File: src/rtl/alu_pkg.sv
// Shared definitions for the lab ALU and its sequencer.
// Function codes, FSM state encoding and the OR-detect default.
package alu_pkg;

  localparam logic [2:0] FN_ADD = 3'd0;
  localparam logic [2:0] FN_SUB = 3'd1;
  localparam logic [2:0] FN_ORD = 3'd2;
  localparam logic [2:0] FN_LOG = 3'd3;
  localparam logic [2:0] FN_CAT = 3'd4;
  localparam logic [2:0] FN_SHL = 3'd5;
  localparam logic [2:0] FN_SHR = 3'd6;
  localparam logic [2:0] FN_MUL = 3'd7;

  localparam logic [7:0] ORRED_DEF = 8'h0F;

  typedef enum logic [1:0] {
    ST_IDLE = 2'd0,
    ST_RUN  = 2'd1,
    ST_DONE = 2'd2
  } state_t;

endpackage

File: src/rtl/alu_core.sv
// Combinational 8-function 4-bit ALU with an 8-bit result.
// Shared by the sequencer and the standalone lab tops.
module alu_core
  import alu_pkg::*;
#(
  parameter logic [7:0] ORRED_VAL = ORRED_DEF
) (
  input  logic [3:0] a,
  input  logic [3:0] b,
  input  logic [2:0] func,
  output logic [7:0] y
);

  logic [7:0] a8;
  logic [7:0] b8;

  assign a8 = {4'b0, a};
  assign b8 = {4'b0, b};

  always_comb begin
    y = '0;
    unique case (func)
      FN_ADD: y = a8 + b8;
      FN_SUB: y = {4'b0, a - b};
      FN_ORD: y = (|{a, b}) ? ORRED_VAL : 8'h00;
      FN_LOG: y = {a ^ b, a | b};
      FN_CAT: y = {a, b};
      // shifts of 8 or more drain the byte to zero
      FN_SHL: y = b8 << a;
      FN_SHR: y = b8 >> a;
      FN_MUL: y = a8 * b8;
      default: y = '0;
    endcase
  end

endmodule

File: src/rtl/alu_seq_ctrl.sv
// Multi-cycle sequencer: applies one ALU function Count times,
// feeding the result's low nibble back in as operand B.
module alu_seq_ctrl
  import alu_pkg::*;
#(
  parameter int         CNT_W     = 4,
  parameter logic [7:0] ORRED_VAL = ORRED_DEF
) (
  input  logic             Clock,
  input  logic             Reset,
  input  logic             Start,
  input  logic [2:0]       Func,
  input  logic [3:0]       A,
  input  logic [CNT_W-1:0] Count,
  input  logic             Clear,
  output logic             Busy,
  output logic             Done,
  output logic [7:0]       ALUOut,
  output logic [CNT_W-1:0] Iter
);

  state_t     state;
  logic [2:0] func_q;
  logic [3:0] a_q;
  logic [7:0] alu_y;

  alu_core #(
    .ORRED_VAL(ORRED_VAL)
  ) u_alu (
    .a   (a_q),
    .b   (ALUOut[3:0]),
    .func(func_q),
    .y   (alu_y)
  );

  always_ff @(posedge Clock) begin
    if (Reset) begin
      state  <= ST_IDLE;
      ALUOut <= '0;
      Busy   <= 1'b0;
      Done   <= 1'b0;
      Iter   <= '0;
      func_q <= '0;
      a_q    <= '0;
    end else begin
      Done <= 1'b0;
      unique case (state)
        ST_IDLE: begin
          if (Clear)
            ALUOut <= '0;
          if (Start) begin
            func_q <= Func;
            a_q    <= A;
            Iter   <= Count;
            if (Count != '0) begin
              state <= ST_RUN;
              Busy  <= 1'b1;
            end else begin
              state <= ST_DONE;
              Done  <= 1'b1;
            end
          end
        end
        ST_RUN: begin
          ALUOut <= alu_y;
          Iter   <= Iter - CNT_W'(1);
          // last iteration hands straight to the Done pulse
          if (Iter == CNT_W'(1)) begin
            state <= ST_DONE;
            Busy  <= 1'b0;
            Done  <= 1'b1;
          end
        end
        ST_DONE: state <= ST_IDLE;
        default: state <= ST_IDLE;
      endcase
    end
  end

endmodule

File: config.mk
export PLATFORM = sky130hd
export DESIGN_NAME = alu_seq_ctrl
export DESIGN_NICKNAME = d
export VERILOG_FILES = /design/src/rtl/alu_pkg.sv /design/src/rtl/alu_core.sv /design/src/rtl/alu_seq_ctrl.sv
export SDC_FILE = /design/constraint.sdc
export NUM_CORES = 1
export LEC_CHECK = 0
export CAP_MARGIN = 20
export CORE_MARGIN = 4
export CORE_UTILIZATION = 50
export DETAILED_ROUTE_END_ITERATION = 10
export PLACE_DENSITY = 0.71
export SKIP_LAST_GASP = 1
export SLEW_MARGIN = 20
export SYNTH_ARGS = -nofsm -noshare
export SYNTH_HDL_FRONTEND = slang
export SYNTH_HIERARCHICAL = 1
export SYNTH_SLANG_ARGS = --single-unit
File: constraint.sdc
create_clock -name Clock -period 7.85 [get_ports Clock]
set_input_delay 1.1775 -clock Clock [delete_from_list [all_inputs] [get_ports Clock]]
set_output_delay 1.1775 -clock Clock [all_outputs]
set_load 0.03 [all_outputs]
==> results of run 1 <==
==> cells in the final DEF, fill, tap and decap left out, drive strengths merged, types with 2 or more instances in the layout <==
master	instances
nand2b	6
a22oi	11
and2	3
a211oi	4
or3	4
clkdlybuf4s50	28
nor2	22
nand4	2
dfxtp	23
fa	6
o22ai	5
a221oi	2
mux2i	4
nand3	9
o32a	2
and3	2
and4b	2
ha	26
or3b	3
nor3	6
a21o	2
xnor2	4
nand2	31
o211ai	2
o21bai	2
or4	2
nand3b	2
clkbuf	4
nor2b	6
a21oi	27
o21ai	13
a31oi	3
xor2	2
mux2	2
a2bb2oi	2
inv	18
a32oi	2
nor3b	3
==> layer usage <==
metal	up-vias	routed length (um)
met4	0	68
met2	90	2827
met3	8	381
li1	1089	-
met5	-	0
met1	1068	3029
==> layout make-up <==
| type | count | share of cell area (%) |
|---|---|---|
| Timing Repair Buffer | 28 | 10.78 |
| Multi-Input combinational cell | 235 | 64.66 |
| Clock buffer | 4 | 1.733 |
| Tap cell | 52 | 2.504 |
| Inverter | 18 | 2.600 |
| Sequential cell | 23 | 17.72 |
==> final timing paths <==
path,slack [ns],startpoint,depth (start not counted),endpoint
setup / recovery,4.34,a_q[1],10,ALUOut[3]
hold / removal,0.51,Busy,2,Busy
setup reg to reg,4.34,a_q[1],10,ALUOut[3]
hold reg to reg,0.51,Busy,2,Busy
==> sequential cells by signal (all words and copies together), names as in the netlist <==
signal,cells
func_q,3
Busy,1
state,2
ALUOut,8
Done,1
a_q,4
Iter,4
==> worst max-delay path, stage by stage (launching register included) <==
cell,delay [ns]
dfxtp_1,0.71
nand2_1,0.15
fa_1,0.54
inv_1,0.06
fa_1,0.54
fa_1,0.50
a221oi_1,0.29
o311ai_1,0.14
o22a_1,0.24
a22oi_1,0.15
nor2_1,0.05
==> metrics by stage <==
| stage | std cells | util [%] | hold slack (ns) | cell area, um^2 |
|---|---|---|---|---|
| final | 360 | 59.28 | 0.5062 | 2599 |
| after global routing | 360 | 59.28 | 0.5366 | 2599 |
| after CTS | 360 | 59.28 | 0.5083 | 2599 |
| after detailed placement | 356 | 58.25 | 0.4932 | 2554 |
| after global placement | 356 | 58.25 | 0.4817 | 2554 |
| after floorplan | 293 | - | 0.4417 | 2291 |
==> power by group <==
group          total, mW  switching [mW]  internal, mW
logic              0.113          0.0619        0.0515
registers          0.147          0.0222         0.125
clock network     0.0768          0.0405        0.0363
total              0.337           0.125         0.212
==> cells by family after synthesis <==
group / Yosys count
flip-flops: 23
multiplexers: 6
AO/OA/AOI/OAI: 83
XOR/XNOR: 6
AND/OR/NAND/NOR: 108
buffers and inverters: 35
adder cells (fa/ha/maj): 32
==> run summary, run 1 <==
Pre-Repair DR Iteration Count - 5
Max Cap Violations - 0
root buf cell - clkbuf_8
Row Count - 24
Clock Latency Late Sink - 0.27 ns
clk slew on worst S/H paths - 0.09 ns
pin count of the biggest net entering global routing - 26
final slew viol count - 0
I/O Pins - 29
Die Wd - 75.69 um
final hold vios - 0
Mapped Cells - 293
post-CTS setup buffers - 0
Final WS setup - 4.336 ns
Fin Setup TNS - 0 ns
Setup-failing EPs final - 0
DR iter-0 viols - 227
status - finished clean
diode count - 0
RSZ-0062 raised after global routing - false
CP required - 7.98 ns
DRC Markers - 0
Die H - 75.69 um
Area Overhead vs Synth - 13.44%
XOR/XNOR Fraction of Synth Area - 2.294%
Crit Path Category - reg2reg
Critical Path AT - 3.64 ns
Synth Area per Inst - 7.819 um^2
Critical Path End Type - flip-flop
simple-gate share of the synthesized area - 25.56%
post-synth top area cell - dfxtp_1
worst hold path type - reg2reg
nets - 356
Synth Area in Compound Gates - 23.32%
Yosys top cell area share - 20.10%
post-cts sizing count - 0
Post-Syn Nets - 340
core area - 4384 um^2
via/cell ratio - 6.264
Multi-input gate area - 1680 um^2
final worst clock skew - 0.002812 ns
asr flop ratio synth - 0%
H-tree depth - 1
hpwl dp - 4508 um
Total Die Area - 5729 um^2
fmax - 284.6 MHz
Max-slew headroom - 33.02%
largest family of logic cells by synthesized area - simple AND/OR/NAND/NOR gates
vias in the first global route - 2032
initial antenna violation count - 0
Seq/Total Area, Yosys - 20.10%
Ys Warns - 6
Post-DRT Antenna Nets - 0
top cells by area, synth - dfxtp_1 (20%), ha_1 (14%), a21oi_1 (5.9%), fa_1 (5.2%), nand2_1 (5.1%)
Syn Std Cell Area - 2291 um^2
TritonCTS sink count - 23
Primary FF master, synth - dfxtp_1
Max Buffers Root-to-Sink - 2
met3 usage - 4.222%
mux contribution to synthesized area - 2.731%
Total Wirelength - 6306 um
total power draw - 0.3369 mW
number of library cell types mapped by synthesis - 58
Inserted Clock Buffers - 3
layout cells sized above 1 - 3.896%
GPL Wtd Cong - 0.9615
GRT overflow - 0
Synth Area in Adders - 19.44%
EDFF count, synth - 0
first-pass GRT wire length - 10290 um
met2 Track Usage GR - 34.52%
# port buffers - 28
Initial Util - 52.25%
GRT Total Usage - 23.25%
worst slack, placed - 4.373 ns
FF+latch count, synth - 23
crit path max fanout - 18
clock tree from TritonCTS - built
CTS Hold Bufs - 0
P_leak - 1.055 nW
top-count cell post-synth - nand2_1
most instantiated cells after synthesis - nand2_1 (31), a21oi_1 (27), ha_1 (26)
met1 GRT Util - 34.68%
WL/cell - 17.52 um
Register Area - 460.4 um^2
Worst-Margin Slew - 1.003 ns
final critical-path required period - 3.514 ns
Via Count - 2255
final period utilization - 44.76%
CP Launch Type - flip-flop
Worst VDD drop - 0.08370 mV
PwrDens - 129.6 nW/um^2
grt peak-use layer - met1
Fillers - 409
(Power assumes the default switching activity.)
==> inputs of run 2 (changes only) <==
clock period = 3.4 ns   (was 7.85 ns; I/O delays follow)
==> run 2 against run 1 <==
Via count down 1.8%. Critical endpoint is now ALUOut[7]. Routed wire length is 7.3% lower. Power increased by 130%. Fmax up 15%. Combinational power increased to 2.5 times the previous value. Cell count rose by 1.9%. Die area is the same. Setup slack worse by 4.0 ns. Core utilization grew 1.2 points. Worst hold slack about the same.
==> run summary, run 2 (synthesis results as in run 1) <==
status - finished clean
Inserted Clock Buffers - 3 (unchanged)
final instance area - 2651 um^2 (+2.0%)
WHS Path Cells - 2 (unchanged)
post-CTS setup buffers - 0 (unchanged)
CP required - 3.52 ns (-4.46 ns)
Critical Path End Type - flip-flop
biggest regs - ALUOut (8), Iter (4), a_q (4)
worst hold path type - reg2reg
pin count of the biggest net entering global routing - 26 (unchanged)
Total Die Area - 5729 um^2 (unchanged)
worst r2r path cells - 13 (+3)
Max-slew headroom - 41.15% (+8.1 points)
Biggest register - ALUOut
post-cts sizing count - 0 (unchanged)
clk slew on worst S/H paths - 0.08 ns (about the same)
Setup-failing EPs final - 0 (unchanged)
GRT Total Usage - 22.30% (-0.95 points)
GRT overflow - 0 (unchanged)
Total Wirelength - 5844 um (-7.3%)
Max stage delay on crit path - 0.54 ns (-0.17 ns)
crit path max fanout - 10 (-8)
Die Wd - 75.69 um (unchanged)
Row Count - 24 (unchanged)
layout cells sized above 1 - 6.032% (+2.1 points)
Critical Path, Cell by Cell - buf_4 -> ha_1 -> inv_1 -> fa_1 -> inv_1 -> ha_1 -> ha_1 -> o21ai_0 -> nor4b_1 -> o21ai_0 -> nand4_1 -> a22oi_1 -> nor2_1
Max Cap Violations - 0 (unchanged)
max reg flops - 8 (unchanged)
final period utilization - 90.13% (+45 points)
most used cell, CP - ha_1
initial antenna violation count - 0 (unchanged)
Worst VDD drop - 0.3083 mV (+270%)
DR iter-0 viols - 182 (-20%)
nets - 363 (+2.0%)
most common cell after layout, fill and taps aside - nand2_1
Pre-Repair DR Iteration Count - 4 (-1)
P_leak - 1.092 nW (+3.6%)
H-tree depth - 1 (unchanged)
CTS Hold Bufs - 0 (unchanged)
worst slack, placed - 0.3691 ns (-4.004 ns)
Final WS setup - 0.3357 ns (-4.000 ns)
DRC Markers - 0 (unchanged)
Via Count - 2215 (-1.8%)
final critical-path required period - 3.064 ns (-0.4497 ns)
WL/cell - 15.92 um (-9.1%)
final hold vios - 0 (unchanged)
Fin Setup TNS - 0 ns (unchanged)
fmax - 326.3 MHz (+15%)
final slew viol count - 0 (unchanged)
Clock Latency Late Sink - 0.26 ns (about the same)
root buf cell - clkbuf_8
total power draw - 0.7663 mW (+130%)
commonest cells after routing, fill and taps aside - nand2_1 (31), clkdlybuf4s50_1 (28), a21oi_1 (27), ha_1 (26), dfxtp_1 (23)
Crit Path Category - reg2reg
via/cell ratio - 6.035 (-3.6%)
Area Overhead vs Synth - 15.73%
Max Buffers Root-to-Sink - 2 (unchanged)
Critical Path AT - 3.18 ns (-0.46 ns)
hpwl dp - 4553 um (+1.0%)
CP Launch Type - flip-flop
I/O Pins - 29 (unchanged)
GPL Wtd Cong - 0.9226 (-4.0%)
PwrDens - 289.0 nW/um^2 (+120%)
core area - 4384 um^2 (unchanged)
Post-DP Area - 2606 um^2 (+2.1%)
final worst clock skew - 0.005340 ns (+0.002528 ns)
Worst path slowest cell - fa_1
final hold slack - 0.5063 ns (+0.00005900 ns)
Post-DRT Antenna Nets - 0 (unchanged)
TritonCTS sink count - 23 (unchanged)
RSZ-0062 raised after global routing - false
Worst-Margin Slew - 0.8809 ns (-0.1217 ns)
Die H - 75.69 um (unchanged)
diode count - 0 (unchanged)
first-pass GRT wire length - 9929 um (-3.5%)
clock tree from TritonCTS - built
vias in the first global route - 2069 (+1.8%)
Initial Util - 52.25% (unchanged)
# port buffers - 28 (unchanged)
-- run 2: cell count changes in the layout (fill, tap and decap cells not counted), sizes merged --
cell,delta
buf,+7
-- run 2: routing by layer --
| metal | vias to the layer above | GRT usage [%] | share of wire [%] | routed length (um) |
|---|---|---|---|---|
| li1 | 1103 | - | - | - |
| met1 | 1015 | 32.45 | 46 | 2702 |
| met5 | - | 0 | 0 | 0 |
| met2 | 87 | 32.98 | 44 | 2596 |
| met4 | 0 | 4.078 | 1.8 | 103 |
| met3 | 10 | 6.596 | 7.6 | 442 |
-- run 2: power breakdown --
part / leakage, nW / internal [mW] / total (mW) / switching [mW]
clock network: 0.0228 / 0.0833 / 0.162 / 0.0787
registers: 0.188 / 0.288 / 0.319 / 0.0317
logic: 0.881 / 0.126 / 0.285 / 0.159
total: 1.09 / 0.497 / 0.766 / 0.270
-- run 2: worst paths after layout --
check                                from   endpoint  slack, ns
worst max-delay path            ALUOut[2]  ALUOut[7]       0.34
worst min-delay path                 Busy       Busy       0.51
worst max register to register  ALUOut[2]  ALUOut[7]       0.34
worst min register to register       Busy       Busy       0.51
-- run 2: cell type report --
class	count	area (um^2)
Clock buffer	4	45.04
Inverter	18	67.56
Fill cell	405	1733
Timing Repair Buffer	35	332.8
Multi-Input combinational cell	235	1680
Sequential cell	23	460.4
Tap cell	52	65.06
-- run 2: per-stage QoR --
| step | instances | utilization (%) |
|---|---|---|
| 2_1_floorplan | 293 | - |
| 3_3_place_gp | 363 | 59.45 |
| 3_5_place_dp | 363 | 59.45 |
| 4_1_cts | 367 | 60.47 |
| 5_1_grt | 367 | 60.47 |
| 6_report | 367 | 60.47 |
-- run 2: worst max-delay path, delay by kind of cell, from the launching register on --
family | cells | cell delay [ns]
AO/OA/AOI/OAI | 3 | 0.65
adder cells (fa/ha/maj) | 4 | 1.38
buffers and inverters | 3 | 0.30
flip-flops | 1 | 0.33
AND/OR/NAND/NOR | 3 | 0.26
